### src/rtl/fm_source_arbiter.sv
// Multi-source FM deviation arbiter: tracks per-source activity, selects or sums
// sources by mode, scales into a phase increment about CENTER_INC and slew-limits it.
module fm_source_arbiter #(
  parameter int              N_SRC       = 4,
  parameter int              SAMPLE_W    = 16,
  parameter int              ACC_W       = 32,
  parameter int              TIMEOUT_CYC = 255,
  parameter logic [ACC_W-1:0] CENTER_INC = 32'h40000000,
  parameter logic [ACC_W-1:0] DEV_SCALE  = 32'h00009A5E,
  parameter logic [ACC_W-1:0] SLEW_STEP  = 32'h00000000,
  localparam int             IDX_W       = (N_SRC > 1) ? $clog2(N_SRC) : 1
) (
  input  logic                      clk,
  input  logic                      rst_n,
  input  logic                      enable,
  input  logic [1:0]                mode,
  input  logic [IDX_W-1:0]          manual_sel,
  input  logic [N_SRC*SAMPLE_W-1:0] src_sample,
  input  logic [N_SRC-1:0]          src_valid,
  output logic [N_SRC-1:0]          src_active,
  output logic                      sel_valid,
  output logic [IDX_W-1:0]          sel_idx,
  output logic [ACC_W-1:0]          phase_inc,
  output logic                      settled,
  output logic                      carrier_en
);

  localparam int CNT_W  = $clog2(TIMEOUT_CYC + 1);
  localparam int SUM_W  = SAMPLE_W + IDX_W;
  localparam int PROD_W = SAMPLE_W + ACC_W + 1;
  localparam logic signed [SUM_W-1:0] SAT_MAX = SUM_W'((1 << (SAMPLE_W - 1)) - 1);
  localparam logic signed [SUM_W-1:0] SAT_MIN = ~SAT_MAX;

  logic signed [SAMPLE_W-1:0] hold [N_SRC];
  logic [CNT_W-1:0]           cnt  [N_SRC];
  logic [N_SRC-1:0]           active;
  logic [ACC_W-1:0]           target;
  logic [ACC_W-1:0]           phase_reg;

  logic                       sel_v;
  logic [IDX_W-1:0]           sel_i;
  logic signed [SAMPLE_W-1:0] sel_s;
  logic signed [SUM_W-1:0]    sum;
  logic                       man_ok;
  logic signed [PROD_W-1:0]   prod;
  logic [ACC_W-1:0]           dev;
  logic [ACC_W-1:0]           target_next;
  logic signed [ACC_W:0]      diff;
  logic [ACC_W:0]             mag;
  logic [ACC_W-1:0]           phase_next;

  // A source stays active TIMEOUT_CYC+1 clocks after its last strobe; a new strobe retriggers.
  always_ff @(posedge clk or negedge rst_n) begin
    if (!rst_n) begin
      active <= '0;
      for (int i = 0; i < N_SRC; i++) begin
        hold[i] <= '0;
        cnt[i]  <= '0;
      end
    end else if (!enable) begin
      active <= '0;
      for (int i = 0; i < N_SRC; i++) begin
        hold[i] <= '0;
        cnt[i]  <= '0;
      end
    end else begin
      for (int i = 0; i < N_SRC; i++) begin
        if (src_valid[i]) begin
          hold[i]   <= src_sample[i*SAMPLE_W +: SAMPLE_W];
          cnt[i]    <= CNT_W'(TIMEOUT_CYC);
          active[i] <= 1'b1;
        end else if (cnt[i] != '0) begin
          cnt[i] <= cnt[i] - 1'b1;
        end else begin
          active[i] <= 1'b0;
        end
      end
    end
  end

  assign man_ok = int'(manual_sel) < N_SRC;

  always_comb begin
    sel_v = 1'b0;
    sel_i = '0;
    sel_s = '0;
    sum   = '0;
    case (mode)
      2'd1: begin
        if (man_ok && active[manual_sel]) begin
          sel_v = 1'b1;
          sel_i = manual_sel;
          sel_s = hold[manual_sel];
        end
      end
      2'd2: begin
        for (int i = 0; i < N_SRC; i++) begin
          if (active[i]) sum = sum + SUM_W'(hold[i]);
        end
        sel_v = |active;
        if (sum > SAT_MAX)      sel_s = SAT_MAX[SAMPLE_W-1:0];
        else if (sum < SAT_MIN) sel_s = SAT_MIN[SAMPLE_W-1:0];
        else                    sel_s = sum[SAMPLE_W-1:0];
      end
      default: begin
        // Scan downward so the lowest active index wins.
        for (int i = N_SRC - 1; i >= 0; i--) begin
          if (active[i]) begin
            sel_v = 1'b1;
            sel_i = IDX_W'(i);
            sel_s = hold[i];
          end
        end
      end
    endcase
  end

  // Q16 deviation: floor((sample * DEV_SCALE) / 2^16), wrapped into ACC_W.
  assign prod        = PROD_W'(sel_s) * PROD_W'($signed({1'b0, DEV_SCALE}));
  assign dev         = ACC_W'(prod >>> 16);
  assign target_next = enable ? (CENTER_INC + dev) : CENTER_INC;

  assign diff = $signed({1'b0, target}) - $signed({1'b0, phase_reg});
  assign mag  = diff[ACC_W] ? $unsigned(-diff) : $unsigned(diff);

  always_comb begin
    phase_next = target;
    if ((SLEW_STEP != '0) && (mag > {1'b0, SLEW_STEP})) begin
      phase_next = diff[ACC_W] ? (phase_reg - SLEW_STEP) : (phase_reg + SLEW_STEP);
    end
  end

  always_ff @(posedge clk or negedge rst_n) begin
    if (!rst_n) begin
      target    <= CENTER_INC;
      phase_reg <= CENTER_INC;
    end else begin
      target    <= target_next;
      phase_reg <= phase_next;
    end
  end

  assign src_active = active;
  assign sel_valid  = sel_v;
  assign sel_idx    = sel_i;
  assign phase_inc  = phase_reg;
  assign settled    = (phase_reg == target);
  assign carrier_en = enable & (|active);

endmodule

### config.mk
export PLATFORM = sky130hd
export DESIGN_NAME = fm_source_arbiter
export DESIGN_NICKNAME = d
export VERILOG_FILES = /design/src/rtl/fm_source_arbiter.sv
export SDC_FILE = /design/constraint.sdc
export NUM_CORES = 1
export LEC_CHECK = 0
export CAP_MARGIN = 15
export CORE_MARGIN = 2
export CORE_UTILIZATION = 35
export DETAILED_ROUTE_END_ITERATION = 12
export PLACE_DENSITY = 0.61
export SLEW_MARGIN = 20
export SYNTH_ARGS = -nofsm -noshare
export SYNTH_HDL_FRONTEND = slang
export SYNTH_SLANG_ARGS = --single-unit
### constraint.sdc
create_clock -name clk -period 15.8 [get_ports clk]
set_clock_uncertainty 0.15 [all_clocks]
set_input_delay 4.74 -clock clk [delete_from_list [all_inputs] [get_ports clk]]
set_output_delay 4.74 -clock clk [all_outputs]
set_load 0.02 [all_outputs]
==> results of run 1 <==
-- metrics by stage --
stage                     total power, W  cell area [µm²]  util (%)  hold slack (ns)
after floorplan                  0.00203            15700         -            0.210
after global placement           0.00250            17200      39.0            0.213
final                            0.00291            17800      40.2            0.219
after CTS                        0.00294            17800      40.2            0.219
after global routing             0.00327            17800      40.2            0.229
after detailed placement         0.00253            17200      39.0            0.215
-- worst max-delay path: cells and delay by family, from the launching register on --
kind,cells,cell delay (ns)
DFF,1,0.46
muxes,1,0.24
AOI/OAI and AO/OA,22,5.63
and+or+nand+nor,10,2.26
adders and majority gates,11,4.43
xor gates and xnor gates,1,0.18
buffers and inverters,7,0.36
-- area by class of cell --
cell class                      instances  area [µm²]  area share, %
Inverter                              235         882           4.96
Tap cell                              592         741           4.16
Multi-Input combinational cell       1297       11000           61.5
Timing Repair Buffer                  129        1250           7.05
Sequential cell                       136        3410           19.1
Clock inverter                         15         136          0.766
Clock buffer                           17         425           2.39
-- layer usage --
metal,vias to the layer above,track usage [%],share of wire (%)
met1,6216,26.8,47
li1,6132,-,-
met2,391,29.9,44
met4,0,6.69,3.1
met5,-,0,0
met3,74,3.38,6.1
-- kinds of logic after synthesis --
| kind of cell | count (synthesis) |
|---|---|
| flops | 136 |
| buf+inv | 327 |
| compound gates | 356 |
| simple gates | 464 |
| fa+ha+maj | 283 |
| mux | 96 |
| xor+xnor | 97 |
| other cells | 1 |
-- worst max path at each step --
stage / end / slack [ns]
floorplan: phase_next[29] / 2.63
global placement: phase_next[29] / 2.28
detailed placement: phase_next[29] / 2.11
CTS: phase_next[29] / 2.01
global route: phase_next[29] / 0.99
finish: phase_next[29] / 1.96
-- Yosys cell counts (10+ instances only) --
| library cell | n |
|---|---|
| mux2i_1 | 70 |
| fa_1 | 107 |
| a31oi_1 | 14 |
| nor3_1 | 19 |
| o21ai_0 | 57 |
| a21o_1 | 22 |
| nand3_1 | 23 |
| nand2b_1 | 22 |
| o21bai_1 | 11 |
| clkbuf_1 | 52 |
| nor2_1 | 212 |
| mux4_2 | 17 |
| buf_2 | 10 |
| buf_1 | 12 |
| a21oi_1 | 96 |
| xnor2_1 | 56 |
| nand2_1 | 88 |
| buf_4 | 15 |
| ha_1 | 176 |
| and3_1 | 22 |
| dfrtp_1 | 134 |
| nor4_1 | 14 |
| o21ai_1 | 14 |
| inv_1 | 234 |
| a22oi_1 | 15 |
| xor2_1 | 41 |
| nor2b_1 | 11 |
| o21a_1 | 15 |
-- sequential cells by signal (all words and copies together) (netlist names) --
signal	cells
hold	64
cnt	32
phase_inc	18
phase_next	18
src_active	4
-- power by group through the flow --
stage               logic (W)  clock network (W)  registers [W]
finish                0.00207           0.000387       0.000457
global placement      0.00204                  0       0.000462
global route          0.00239           0.000413       0.000464
detailed placement    0.00206                  0       0.000464
CTS                   0.00208           0.000396       0.000458
floorplan             0.00157                  0       0.000465
-- layout by cell type, fill, tap and decap left out, types with 8 or more instances in the layout --
cell	Yosys	layout
a21oi_1	96	96
mux4_2	17	17
and3_1	22	22
fa_1	107	107
o211ai_1	9	9
nor2b_1	11	11
nand3_1	23	23
a211oi_1	9	9
ha_1	176	176
nand2b_1	22	22
a211o_1	9	9
nand2_1	88	88
a22oi_1	15	15
xnor2_1	56	56
inv_1	234	234
o21ai_0	57	57
nor4_1	14	14
o21bai_1	11	11
nor3_1	19	18
mux2_2	8	8
and2_1	9	9
a221oi_1	9	9
a31oi_1	14	14
o21ai_1	14	14
nand4_1	9	9
a21o_1	22	22
or3_1	9	9
nor2_1	212	212
buf_4	15	15
mux2i_1	70	70
clkdlybuf4s50_1	0	113
o21a_1	15	15
dfrtp_1	134	133
xor2_1	41	41
clkbuf_16	0	17
==> out/results.tsv, run 1 <==
stage	metric	value	unit
drt	drtAntennaViolNets	0	
timing	fin_setup_tns	0	ns
floorplanning	initial_core_util	35.4	%
clock_tree	clk_pin_slew	0.07	ns
min_path	whs_path_depth	0	
grt	grt_usage	19.2	%
setup_path	critPathRequiredTime	15.98	ns
pwr	netSwitchingFraction	48.6	%
floorplanning	rows	77	
clock_tree	hold_buffers	0	
setup_path	cp_max_fo	14	
pwr	power_frac_comb	71.0	%
outcome	status	complete, no violations	
pwr	irDropWorstVdd	178	µV
floorplanning	coreArea	0.0442	mm²
clock_tree	numCtsBuffers	17	
setup_path	reg2reg_from	src_active[0]	
setup_path	reg2reg_depth	52	
setup_path	crit_start	src_active[0]	
yosys	seq_area_frac_synth	21.7	%
timing	finalCritPeriodShare	87.6	%
timing	rsz0062_at_grt	no	
yosys	synth_xor_area_share	5.42	%
drt	first_pass_iters	5	
setup_path	r2r_setup_slack	1.96	ns
drt	wl_per_cell	18.1	µm
final_layout	area_delta_synth_final	13.6	%
yosys	ys.flop_type	dfrtp_1	
final_layout	nets	2174	
grt	antenna_found_initial	0	
yosys	synth_edf_count	0	
grt	grt_pass1_vias	12800	
yosys	synth_top_family_by_area	adder cells	
yosys	synth_area	0.0157	mm²
clock_tree	cts_sinks	136	
yosys	synth_cells	1760	
final_layout	fin_cells	2421	
final_layout	antennaDiodeCount	0	
grt	grt_max_degree	99	
place	port_buffers	114	
yosys	syn_nets	2118	
yosys	ys_ff_latch	136	
timing	worst_slew_pin_slew	1.09	ns
pwr	seqPwrFrac	15.7	%
yosys	synthDistinctLibCells	87	
min_path	min_from	phase_next[30]	
pwr	power.net_switching	0.00142	W
setup_path	crit_slowest_cell	o21ai_2	
min_path	hp-class	reg -> reg	
clock_tree	clock_path_buffers	2	
clock_tree	post_cts_resized	0	
timing	setup_ws	1.96	ns
yosys	synth-simple-area-share	13.6	%
timing	slew-limit-headroom	27.3	%
floorplanning	ios	116	
setup_path	r2r_end	phase_next[29]	
clock_tree	post_cts_buffers	0	
yosys	yosysWarnings	0	
pwr	p_per_area	164	mW/mm²
grt	grt_pass1_wl	70300	µm
floorplanning	die_w	216	µm
timing	max_freq	72.2	MHz
setup_path	cp.arrival	14.03	ns
place	post-place-ws	2.11	ns
timing	finalHoldViolCount	0	
setup_path	endpoint_kind	flop	
pwr	p_leak	8.87	nW
timing	fin_crit	13.84	ns
yosys	synth_mux_area_share	7.56	%
drt	drt_wl_total	43900	µm
yosys	yosys-top-cells-area	dfrtp_1, ha_1, fa_1	
setup_path	crit_type	reg -> reg	
pwr	clockPowerShare	13.3	%
yosys	synthAdderAreaFrac	27.7	%
drt	avgViaCountPerCell	5.29	
timing	finalMaxSlewViolations	0	
floorplanning	die_h	216	µm
clock_tree	insertion_delay	0.45	ns
place	dpl.hpwl	34600	µm
yosys	synth_top_area_share	21.4	%
clock_tree	cts_tree	done	
drt	vias	12800	
clock_tree	h-tree-depth	4	
drt	drc_errors	0	
yosys	yosysTopAreaCell	dfrtp_1	
grt	grt_overflow	0	
floorplanning	dieArea	0.0465	mm²
setup_path	startpoint_type	flop	
yosys	synth_compound_area_share	15.5	%
setup_path	crit_path_frequent_cell	inv_1	
setup_path	cpPeakStageDelay	0.59	ns
drt	drtIter0Drc	1186	
timing	finalSetupViolCount	0	
yosys	async_reset_ff_share	100	%
yosys	avgSynthCellArea	8.90	µm²
run	drv_cap	0	
final_layout	nFillCells	4380	
pwr	internal_power	0.00150	W
place	gp_congestion	0.921	
final_layout	drive_gt1_share	5.25	%
min_path	hold_end	phase_inc[30]	
clock_tree	clockRootBuffer	clkbuf_16	
place	dpl.cell_count	2389	
Note: power is estimated with default switching activity, not from simulation.
==> run 2, diff against run 1 <==
--- a/config.mk
+++ b/config.mk
@@ -7,9 +7,9 @@
 export LEC_CHECK = 0
 export CAP_MARGIN = 15
 export CORE_MARGIN = 2
-export CORE_UTILIZATION = 35
+export CORE_UTILIZATION = 47
 export DETAILED_ROUTE_END_ITERATION = 12
-export PLACE_DENSITY = 0.61
+export PLACE_DENSITY = 0.75
 export SLEW_MARGIN = 20
 export SYNTH_ARGS = -nofsm -noshare
 export SYNTH_HDL_FRONTEND = slang
==> out/results.tsv, run 2 (synthesis results as in run 1) <==
stage	metric	value	unit
clock_tree	h-tree-depth	4	
clock_tree	post_cts_resized	0	
drt	vias	13000	
pwr	netSwitchingFraction	48.4	%
setup_path	critPathRequiredTime	15.97	ns
pwr	p_per_area	169	mW/mm²
timing	finalMaxSlewViolations	0	
grt	grt_overflow	0	
run	drv_cap	0	
setup_path	crit_slowest_cell	o41ai_1	
timing	worst_slew_pin_slew	0.878	ns
place	dpl.cell_count	2239	
clock_tree	cts_tree	done	
clock_tree	numCtsBuffers	17	
timing	max_freq	71.1	MHz
timing	rsz0062_at_grt	no	
floorplanning	ios	116	
grt	antenna_found_initial	1	
drt	avgViaCountPerCell	5.71	
place	port_buffers	114	
grt	grt_max_degree	73	
pwr	p_leak	8.89	nW
floorplanning	die_h	187	µm
final_layout	area_delta_synth_final	12.7	%
timing	finalCritPeriodShare	89.0	%
floorplanning	coreArea	0.0327	mm²
setup_path	cp.arrival	14.24	ns
clock_tree	insertion_delay	0.44	ns
floorplanning	rows	66	
final_layout	antennaDiodeCount	0	
drt	drt_wl_total	41200	µm
final_layout	regMostFlops	hold	
min_path	min_from	phase_next[30]	
final_layout	seqCellArea	0.00341	mm²
timing	fin_setup_tns	0	ns
setup_path	reg2reg_from	src_active[0]	
final_layout	fin_cells	2271	
drt	drtAntennaViolNets	0	
setup_path	crit_start	src_active[0]	
drt	first_pass_iters	5	
drt	drtIter0Drc	1004	
setup_path	startpoint_type	flop	
final_layout	layout_common_cells	inv_1, nor2_1, ha_1	
pwr	power.net_switching	0.00144	W
final_layout	nets	2174	
floorplanning	initial_core_util	47.9	%
clock_tree	hold_buffers	0	
place	dpl.hpwl	32600	µm
grt	grt_pass1_wl	67900	µm
pwr	seqPwrFrac	15.4	%
grt	grt_usage	24.2	%
clock_tree	cts_sinks	136	
timing	finalHoldViolCount	0	
grt	grt_pass1_vias	13100	
outcome	status	complete, no violations	
final_layout	largest_register_ffs	64	
setup_path	cpPeakStageDelay	0.75	ns
final_layout	multiInputGateArea	0.0110	mm²
clock_tree	clock_path_buffers	2	
setup_path	cp_max_fo	20	
pwr	clockPowerShare	13.9	%
final_layout	drive_gt1_share	5.36	%
final_layout	nFillCells	2937	
final_layout	mostFrequentLayoutCell	inv_1	
setup_path	endpoint_kind	flop	
drt	drc_errors	0	
floorplanning	die_w	187	µm
final_layout	top_regs	hold x64, cnt x32	
min_path	hp-class	reg -> reg	
drt	wl_per_cell	18.1	µm
pwr	irDropWorstVdd	249	µV
clock_tree	clk_pin_slew	0.06	ns
pwr	internal_power	0.00154	W
timing	finalSetupViolCount	0	
setup_path	crit_path_frequent_cell	ha_1	
clock_tree	clockRootBuffer	clkbuf_16	
place	gp_congestion	0.991	
floorplanning	dieArea	0.0348	mm²
clock_tree	post_cts_buffers	0	
timing	slew-limit-headroom	40.0	%
timing	fin_crit	14.07	ns
setup_path	crit_type	reg -> reg	
pwr	power_frac_comb	70.7	%
==> run 2: routing by layer <==
metal	vias to the layer above	GRT usage (%)	wire length, µm
li1	6139	-	-
met2	434	40.3	19400
met1	6323	31.3	17900
met5	-	0	11
met3	77	4.72	2630
met4	2	8.58	1180
==> run 2: cell type report <==
| type | instances | share of cell area [%] |
|---|---|---|
| Multi-Input combinational cell | 1297 | 62.1 |
| Sequential cell | 136 | 19.3 |
| Timing Repair Buffer | 129 | 7.11 |
| Inverter | 235 | 4.99 |
| Tap cell | 442 | 3.13 |
| Clock buffer | 17 | 2.41 |
| Clock inverter | 15 | 0.999 |
==> run 2: power by group through the flow <==
stage	registers, W	clock network, W	logic [W]
after floorplan	0.000465	0	0.00157
after global placement	0.000461	0	0.00201
after detailed placement	0.000464	0	0.00210
after CTS	0.000458	0.000423	0.00211
after global routing	0.000465	0.000437	0.00243
final	0.000458	0.000415	0.00211
==> run 2: metrics by stage <==
stage	area [µm²]	setup WS [ns]	hold slack (ns)	power, W	util [%]
6_report	17700	1.73	0.227	0.00298	54.0
3_5_place_dp	17100	1.90	0.221	0.00256	52.1
3_3_place_gp	17100	2.31	0.213	0.00247	52.1
2_1_floorplan	15700	2.63	0.210	0.00203	-
4_1_cts	17700	1.73	0.229	0.00299	54.0
5_1_grt	17700	0.883	0.231	0.00333	54.0
==> run 2: path summary, 6_finish.rpt <==
path / slack, ns / to / depth (start not counted)
setup / recovery: 1.73 / phase_next[29] / 47
hold / removal: 0.23 / phase_inc[30] / 0
setup reg to reg: 1.73 / phase_next[29] / 47
hold reg to reg: 0.23 / phase_inc[30] / 0
max in group asynchronous: 10.01 / src_active[1] / 2
min in group asynchronous: 4.13 / hold[37] / 1
==> run 2: critical path: cells and delay by family (launching register included) <==
family,cells,cell delay (ns)
adders and majority gates,11,4.20
AOI/OAI and AO/OA,18,5.91
buffers and inverters,4,0.23
xor gates and xnor gates,2,0.27
DFF,1,0.41
and+or+nand+nor,11,2.51
muxes,1,0.28
